<file path="config.mk">
export PLATFORM = sky130hd
export DESIGN_NAME = check_wall
export DESIGN_NICKNAME = d
export VERILOG_FILES = /design/src/rtl/check_wall.sv
export SDC_FILE = /design/constraint.sdc
export NUM_CORES = 1
export LEC_CHECK = 0
export BUFFER_PORTS_ARGS = -buffer_cell sky130_fd_sc_hd__buf_4
export CORE_ASPECT_RATIO = 0.8
export CORE_UTILIZATION = 43
export CTS_CLUSTER_SIZE = 14
export DETAILED_ROUTE_END_ITERATION = 10
export PLACE_DENSITY = 0.66
export SLEW_MARGIN = 20
export SYNTH_ARGS = -nofsm -noshare
export SYNTH_HDL_FRONTEND = slang
export SYNTH_SLANG_ARGS = --single-unit
</file>
<file path="constraint.sdc">
create_clock -name Clk -period 1 [get_ports Clk]
set_clock_uncertainty 0.2 [all_clocks]
set_input_delay 0.2 -clock Clk [delete_from_list [all_inputs] [get_ports Clk]]
set_output_delay 0.2 -clock Clk [all_outputs]
set_load 0.05 [all_outputs]
</file>
<file path="src/rtl/check_wall.sv">
// check_wall: registered per-pixel wall, dot sprite and game-over row lookup.
// All four outputs come from the same DrawX/DrawY sample, one clock later.
package check_wall_pkg;
  localparam logic [0:29][39:0] MAZE_L1 = {
    40'hFFFFFFFFFF, 40'h8000180001, 40'hBDF99F9FBD, 40'hBDF99F9FBD, 40'h8000000001,
    40'hBD9FFFF9BD, 40'h8180180181, 40'hF9F81F9F9F, 40'h0980001901, 40'hF9BE7DD9FF,
    40'h8000000001, 40'hF9BE7DD9FF, 40'h0980001901, 40'hF9BFFFD9FF, 40'h8000180001,
    40'hBDF99F9FBD, 40'h8C00000031, 40'hEDBFFFDB77, 40'h8180180181, 40'hBFF99F9FFD,
    40'h8000000001, 40'hBDF99F9FBD, 40'h8000000001, 40'hBD9FFFF9BD, 40'h8180180181,
    40'hF9F81F9F9F, 40'h8000000001, 40'hBFFE7FFFFD, 40'h8000000001, 40'hFFFFFFFFFF
  };
  localparam logic [0:29][39:0] GAMEOVER_MAP = {
    40'h0000000000, 40'h0000000000, 40'h0000000000, 40'h0000000000, 40'h0000000000,
    40'h0000000000, 40'h0000000000, 40'h0000000000, 40'h0000000000, 40'h0000000000,
    40'h03FFFFFFC0, 40'h0200000040, 40'h027A2BEE40, 40'h0242B6A840, 40'h025BAAEC40,
    40'h024A22A840, 40'h027A22EE40, 40'h0200000040, 40'h03FFFFFFC0, 40'h0000000000,
    40'h0074A77400, 40'h0054A64600, 40'h00552C5400, 40'h0074474600, 40'h0000000000,
    40'h0000000000, 40'h0000000000, 40'h0000000000, 40'h0000000000, 40'h0000000000
  };
endpackage

module check_wall #(
  parameter logic [0:29][39:0] WALL_MAP = check_wall_pkg::MAZE_L1,
  parameter logic [0:29][39:0] DIED_MAP = check_wall_pkg::GAMEOVER_MAP
) (
  input  logic        Clk,
  input  logic        Reset_n,
  input  logic [9:0]  DrawX,
  input  logic [9:0]  DrawY,
  output logic        wall_on,
  output logic [15:0] dot_row,
  output logic        dot_on,
  output logic [39:0] died_row
);
  logic [63:0] wall_rom [64];
  logic [39:0] died_rom [64];
  logic [5:0]  tx, ty;
  logic [3:0]  px, py;
  logic [15:0] dot_next;
  // ROMs padded to the full 6-bit tile range so off-screen tiles read as zero
  for (genvar g = 0; g < 64; g++) begin : g_rom
    if (g < 30) begin : g_map
      assign wall_rom[g] = {24'h0, WALL_MAP[g]};
      assign died_rom[g] = DIED_MAP[g];
    end else begin : g_pad
      assign wall_rom[g] = '0;
      assign died_rom[g] = '0;
    end
  end
  assign tx = DrawX[9:4];
  assign ty = DrawY[9:4];
  assign px = DrawX[3:0];
  assign py = DrawY[3:0];
  assign dot_next = (py >= 4'd6 && py <= 4'd9) ? 16'h03C0 : 16'h0000;
  always_ff @(posedge Clk or negedge Reset_n) begin
    if (!Reset_n) begin
      wall_on  <= 1'b0;
      dot_row  <= '0;
      dot_on   <= 1'b0;
      died_row <= '0;
    end else begin
      wall_on  <= wall_rom[ty][tx];
      dot_row  <= dot_next;
      dot_on   <= dot_next[px];
      died_row <= died_rom[ty];
    end
  end
endmodule

</file>
; ---- Yosys cells after proc, flatten, opt, wreduce, memory -nomap -nowiden
; Memories as Yosys holds them, arrays and structs flattened. A register that Yosys moved wholly into a read port is not among the register bits.
; Index checks and enable logic that the tools add are counted.
[classes]
add_sub_neg = 0
order_cmp = 5
mul = 0
div = 0
reduce_logical = 2
shift = 0
n_eq_ne = 0
mux = 7
bitwise_logic = 1
[op_table]
columns = cell, n
row1 = two-way mux 64 bit, 2
row2 = two-way mux 10 bit, 1
row3 = greater-or-equal comparator 7 bit (second input constant), 1
row4 = < comparator 6 x 7 -> 1 bit (second input constant), 1
row5 = inverter 6 -> 7 bit, 1
row6 = binary-select mux 1 bit (select 6 bit), 1
row7 = < comparator 4 x 5 -> 1 bit (second input constant), 1
row8 = binary-select mux 1 bit (select 4 bit), 1
row9 = greater-or-equal comparator 4 x 3 -> 1 bit (second input constant), 1
row10 = less-or-equal comparator 4 bit (second input constant), 1
row11 = two-way mux 1 bit, 2
row12 = logical AND 1 bit, 1
row13 = zero test 1 bit, 1
[word_totals]
in_bits = 22
ff_bits = 12
latch_bits = 0
rom_bits = 6656
elab_cells = 20
mem_count = 2
mem_bits_rw = 0
output_inout_bits = 58
[mem_list]
columns = name, depth, width, read_ports, rd_clocked_by_memory_dff, write_ports, line_no
row1 = (no name shown), 64, 64, 1, 0, 0, 62  ; wall_on <= wall_rom[ty][tx];
row2 = (no name shown), 64, 40, 1, 1, 0, 65  ; died_row <= died_rom[ty];

; ---- Longest topological paths before layout
; Gate-level depths: netlist of run 1.
[depth]
word_depth = 6
mapped_depth = 11
depth_no_buf = 9

; ---- Worst setup path after synthesis of run 1
; Ideal clock, no wire load.
[synth_path]
path_kind = input -> register
from = in DrawY[4]
to = reg wall_on
arrival_ns = 2.597
n_path_buf = 2
t_required_ns = 0.666
setup_slack_ns = -1.931
setup_ns = 0.134
stages = 10
cell_sequence = clkbuf_1 > clkbuf_1 > inv_1 > ha_1 > nor2b_1 > or3_1 > a32o_1 > mux4_2 > a311oi_1 > a311oi_1
[synth_via]
elab_chain_cells = 6
[synth_rtl]
columns = item, line_no
row1 = from (decl), 29  ; input logic [9:0] DrawY,
row2 = inverter 6 -> 7 bit (implied by the code), 62
row3 = memory (64 x 64 bit), -
row4 = two-way mux 64 bit (implied by the code) (2 in series), 62
row5 = binary-select mux 1 bit (select 6 bit), 62
row6 = two-way mux 1 bit (implied by the code), 62
row7 = to (signal assigned), 62
row8 = to (decl), 30  ; output logic wall_on,
; Every way passes these cells. The select of a mux whose other input is x is not followed.

; ---- Worst setup path after layout of run 1
; Ends and elaborated chain as after synthesis.

==> results.py, run 1 <==
metrics = {
    "finish": {
        "area_growth_pct": 78.6,
        "register_area_um2": 582,
        "antennaDiodeCount": 0,
        "nets": 492,
        "fill_cells": 334,
        "final_area_mm2": 0.00442,
        "multiInputGateArea_mm2": 0.00203,
        "layout-drive-gt1-share": 0.564,
    },
    "worst_setup_path": {
        "critPathBufInv": 2,
        "critPathKind": "input pin to flop",
        "crit_slowest_cell": "a211oi_1",
        "cp_top_family": "compound AO/OA/AOI/OAI gates",
        "path_depth": 10,
        "cp-start-kind": "input pin",
        "crit_arrival_ns": 2.08,
        "critPathCaptureType": "flop",
        "cp_max_fo": 12,
        "crit_path_max_incr_delay_ns": 0.28,
        "crit_end": "wall_on",
        "cp-startpoint": "DrawY[4]",
        "cp.required_ns": 0.97,
        "path_cells": "buf_12 > buf_6 > ha_2 > nand2b_4 > a32oi_1 > o31a_1 > nor2_1 > a211oi_1 > o221ai_1 > a311oi_1",
    },
    "status": {
        "run_status": "finished with violations",
        "violations": "hold timing, setup timing",
    },
    "global_route": {
        "grt_max_degree": 24,
        "grt_use_total": 0.301,
        "grt_antenna_before_repair": 0,
        "grt-ovfl-total": 0,
        "grt_pass1_wl_um": 14100,
        "grt_pass1_vias": 2694,
    },
    "power": {
        "p_clk_frac": 0.171,
        "p_sw_w": 0.00167,
        "p_int_w": 0.00215,
        "powerDensity_mw_per_mm2": 862,
        "combPwrFrac": 0.564,
        "p_leak_nw": 2.01,
        "swShare": 0.437,
        "vdd_ir_drop_max_v": 0.000562,
        "seqPwrFrac": 0.265,
    },
    "yosys": {
        "yosysWarnings": 0,
        "syn_area_per_cell_um2": 7.69,
        "synth_cell_types": 57,
        "netlist_instances": 322,
        "ys_ff_latch": 23,
        "synth.area.top_cells": "dfrtp_1 23%, buf_4 11%, ha_1 6.6%",
        "syn_area_mm2": 0.00248,
        "synth-main-ff-cell": "dfrtp_1",
        "seq_area_frac_synth": 0.232,
        "synthArstFlopShare": 1.00,
        "synth_edf_count": 0,
        "netlist.area_leader.share": 0.232,
        "yosysTopAreaCell": "dfrtp_1",
    },
    "route": {
        "vias_per_cell": 5.82,
        "ant_nets": 0,
        "finalWirelength_um": 10600,
        "initialDrtViolationCount": 386,
        "firstDrtPassIters": 6,
        "num_vias": 3106,
        "route.detailed.drc": 0,
        "wl_per_cell_um": 19.8,
    },
    "sta": {
        "slew_viol_final": 0,
        "setup_violations": 55,
        "fmax_mhz": 476,
        "setup_ws_ns": -1.10,
        "fin_crit_sh": 2.10,
        "rsz0062_at_grt": "yes",
        "whs_ns": -0.0342,
        "timing.final.crit_period_ns": 2.10,
        "hold_viol_final": 1,
    },
    "die": {
        "dieArea_mm2": 0.00607,
        "num_io_pins": 80,
        "start_util": 0.451,
        "core_area_mm2": 0.00550,
        "die_x_um": 86.8,
        "die_h_um": 69.9,
        "num_rows": 24,
    },
    "place": {
        "post-place-ws_ns": -1.46,
        "port_buffers": 53,
        "dp_hpwl_um": 6340,
        "place_congestion": 0.982,
        "placed_area_mm2": 0.00338,
    },
    "hold_path": {
        "hold_start": "DrawY[3]",
        "worst_hold_path_type": "input pin to flop",
    },
    "clock_tree": {
        "cts_tree": "built",
        "clock_sinks": 23,
        "postCtsHoldBufs": 1,
        "h-tree-depth": 1,
        "cts_buffer_depth": 2,
        "numCtsBuffers": 3,
        "clkTransAtPathRegs_ns": 0.09,
        "clock-root-buffer": "clkbuf_8",
    },
    "job": {
        "drv_cap": 0,
    },
}
## registers in the layout (all words and copies together), names as in the netlist
register	flops
died_row	20
dot_on	1
dot_row	1
wall_on	1
## layer usage
metal | vias up | GRT usage | share of wire
met5 | - | 0 | 0
met4 | 0 | 0.0833 | 0.040
met3 | 43 | 0.0532 | 0.085
met2 | 212 | 0.485 | 0.47
met1 | 1485 | 0.411 | 0.40
li1 | 1366 | - | -
## kinds of logic after synthesis
logic type | Yosys count | share of synthesized area
and+or+nand+nor | 104 | 0.207
muxes | 10 | 0.0510
adders and majority gates | 13 | 0.0657
other | 1 | 0.00151
buffers and inverters | 70 | 0.170
DFF | 23 | 0.232
AOI/OAI and AO/OA | 101 | 0.272
## what timing repair did
| item | CTS | global route |
|---|---|---|
| gates cloned | 0 | 1 |
| setup buffers | 18 | 19 |
| endpoints found under the setup margin | 55 | 55 |
| pin swaps | 22 | 30 |
| gates resized for setup | 98 | 65 |
| endpoints found under the hold margin | 24 | 1 |
## worst min path at each step
| stage | end | slack (ns) | depth (start not counted) |
|---|---|---|---|
| CTS | dot_row[8] | -0.04 | 2 |
| global route | dot_row[8] | -0.01 | 2 |
| detailed placement | died_row[18] | -0.09 | 1 |
| floorplan | died_row[12] | -0.30 | 0 |
| global placement | died_row[23] | -0.1 | 1 |
| finish | dot_row[8] | -0.03 | 2 |
## cells in the final DEF (no fill, tap or decap), types with 4 or more instances in the layout
| master | n |
|---|---|
| o21ai_0 | 8 |
| nand2_1 | 31 |
| ha_1 | 5 |
| conb_1 | 24 |
| buf_6 | 50 |
| a21oi_2 | 13 |
| inv_1 | 7 |
| buf_4 | 99 |
| and2_1 | 5 |
| a21oi_1 | 13 |
| dfrtp_1 | 18 |
| a211oi_1 | 5 |
| dfrtp_2 | 5 |
| mux2i_1 | 7 |
| nor2_1 | 17 |
| ha_4 | 6 |
| a21oi_4 | 5 |
| o21ai_1 | 4 |
| buf_12 | 9 |
| nand2b_1 | 9 |
| buf_8 | 5 |
## area by class of cell
cell class	instances	area share
clock buffer	3	0.00934
tap	78	0.0221
multi-input combinational	252	0.460
inverter	11	0.0133
timing repair buffer	166	0.362
sequential	23	0.132
clock inverter	1	0.00170
## synthesized netlist by cell type, types with 8 or more instances
master    number
o21ai_0       18
nor2_1        22
buf_2         10
dfrtp_1       23
a211oi_1       8
nand2_1       36
ha_1          13
inv_1         11
clkbuf_1      10
nand2b_1      12
buf_4         35
a21oi_1       31
## power by group through the flow
| stage | clock (W) | combinational (W) | sequential, W |
|---|---|---|---|
| floorplan | 0 | 0.00101 | 0.00119 |
| global placement | 0 | 0.00161 | 0.00101 |
| detailed placement | 0 | 0.00162 | 0.00101 |
| CTS | 0.000630 | 0.00185 | 0.00101 |
| global route | 0.000681 | 0.00225 | 0.00102 |
| finish | 0.000651 | 0.00215 | 0.00101 |
## per-stage QoR
stage	util	setup TNS (ns)	cells	hold WS, ns	power (W)
2_1_floorplan	-	-9.15	345	-0.296	0.00220
3_3_place_gp	0.615	-12.78	494	-0.0963	0.00263
3_5_place_dp	0.615	-13.08	494	-0.0902	0.00263
4_1_cts	0.724	-14.92	516	-0.0404	0.00349
5_1_grt	0.805	-18.80	534	-0.0126	0.00394
6_report	0.805	-17.67	534	-0.0342	0.00381
Power figures use the tool's default switching activity.
==> inputs of run 2 (changes only) <==
Settings changed: CORE_UTILIZATION 43 to 47, PLACE_DENSITY 0.66 to 0.75.
Clock period 1 ns to 1.7 ns, I/O delays scaled along.
==> run 2 against run 1 <==
- the run ends with setup timing left
- clock power shrank 48%
- cell count fell by 6.9%
- global-route usage fell by 0.82 points
==> results.py, run 2 (same netlist as run 1, synthesis figures left out) <==
metrics = {
    "status": {
        "run_status": "finished with violations",
        "violations": "setup timing",
    },
    "die": {
        "die_h_um": 66.9,
        "num_rows": 23,
        "dieArea_mm2": 0.00556,
        "num_io_pins": 80,
        "die_x_um": 83.2,
        "start_util": 0.492,
        "core_area_mm2": 0.00504,
    },
    "power": {
        "power_w": 0.00195,
        "vdd_ir_drop_max_v": 0.000488,
        "p_sw_w": 0.000825,
        "combPwrFrac": 0.526,
        "p_leak_nw": 1.76,
        "powerDensity_mw_per_mm2": 538,
        "swShare": 0.423,
        "seqPwrFrac": 0.300,
        "p_clk_frac": 0.175,
        "p_int_w": 0.00113,
    },
    "finish": {
        "nets": 471,
        "largest_reg_flops": 20,
        "layout-drive-gt1-share": 0.432,
        "top_register": "died_row",
        "fill_cells": 394,
        "layout_common_cells": "139 x buf_4, 35 x nand2_1, 27 x a21oi_1, 24 x conb_1, 23 x dfrtp_1",
        "register_area_um2": 576,
        "area_growth_pct": 46.5,
        "instances_no_fill": 497,
        "multiInputGateArea_mm2": 0.00174,
        "layout.cells.most_common": "buf_4",
        "antennaDiodeCount": 0,
    },
    "worst_setup_path": {
        "crit_slowest_cell": "mux4_2",
        "critPathKind": "input pin to flop",
        "critPathCaptureType": "flop",
        "path_cells": "buf_12 > inv_8 > ha_4 > nor2b_4 > or3_1 > a32o_1 > mux4_2 > a311oi_2 > a311oi_1",
        "cp_max_fo": 5,
        "cp_top_family": "compound AO/OA/AOI/OAI gates",
        "crit_arrival_ns": 2.17,
        "cp-start-kind": "input pin",
        "critPathBufInv": 2,
        "cp.required_ns": 1.64,
        "crit_path_max_incr_delay_ns": 0.46,
    },
    "route": {
        "finalWirelength_um": 8240,
        "initialDrtViolationCount": 295,
        "ant_nets": 0,
        "route.detailed.drc": 0,
        "wl_per_cell_um": 16.6,
        "vias_per_cell": 5.76,
        "firstDrtPassIters": 6,
        "num_vias": 2865,
    },
    "sta": {
        "setup_violations": 1,
        "setup_ws_ns": -0.532,
        "fin_crit_sh": 1.31,
        "hold_viol_final": 0,
        "fmax_mhz": 448,
        "timing.final.crit_period_ns": 2.23,
        "slew_viol_final": 0,
        "rsz0062_at_grt": "yes",
    },
    "clock_tree": {
        "numCtsBuffers": 3,
        "clkTransAtPathRegs_ns": 0.08,
        "cts_tree": "built",
        "cts_buffer_depth": 2,
        "h-tree-depth": 1,
        "clock-root-buffer": "clkbuf_8",
        "clock_sinks": 23,
    },
    "job": {
        "drv_cap": 0,
    },
    "global_route": {
        "grt-ovfl-total": 0,
        "grt_pass1_wl_um": 12600,
        "grt_use_total": 0.292,
        "grt_max_degree": 24,
        "grt_antenna_before_repair": 0,
        "grt_pass1_vias": 2520,
    },
    "hold_path": {
        "worst_hold_path_type": "input pin to flop",
    },
    "place": {
        "port_buffers": 53,
        "place_congestion": 0.928,
        "dp_hpwl_um": 6390,
        "dp_cells": 485,
    },
}
[run 2: power groups by stage]
stage / sequential [W] / combinational, W / clock, W
floorplan: 0.000695 / 0.000541 / 0
global placement: 0.000594 / 0.000932 / 0
detailed placement: 0.000596 / 0.000939 / 0
CTS: 0.000585 / 0.000987 / 0.000344
global route: 0.000588 / 0.00108 / 0.000369
finish: 0.000585 / 0.00103 / 0.000341
[run 2: path summary, 6_finish.rpt]
kind / depth (start not counted) / end / start / slack [ns]
hold / removal: 2 / dot_row[8] / DrawY[3] / 0.11
min in group asynchronous: 2 / died_row[32] / Reset_n / 0.30
setup / recovery: 9 / wall_on / DrawY[4] / -0.53
max in group asynchronous: 2 / died_row[29] / Reset_n / 0.77
[run 2: per-stage QoR]
stage	setup TNS (ns)	util	worst slack [ns]	hold WS, ns	instance area (um2)
after floorplan	-0.914	-	-0.914	-0.156	2610
after global placement	-2.00	0.660	-0.945	0.0402	3320
after detailed placement	-2.47	0.660	-0.964	0.0499	3320
after CTS	-0.498	0.703	-0.498	0.116	3540
after global routing	-0.607	0.720	-0.583	0.133	3630
final	-0.532	0.720	-0.532	0.113	3630
[run 2: routing by layer]
metal	routed length [um]	global-route usage	vias up
met5	0	0	-
met4	151	0.0927	0
met3	654	0.0285	19
met2	3780	0.488	167
met1	3660	0.401	1359
li1	-	-	1320
[run 2: timing repair]
action,in CTS,in global routing
endpoints found under the hold margin,23,0
setup endpoints to repair,2,5
gates resized for setup,30,19
hold buffers,1,0
pin swaps,12,14
setup buffers,6,1
[run 2: final cells by class]
type	count	area share
clock buffers	4	0.0124
flip-flops and latches	23	0.159
inverters	11	0.0155
well taps	62	0.0214
repair buffers	145	0.312
multi-input cells	252	0.480
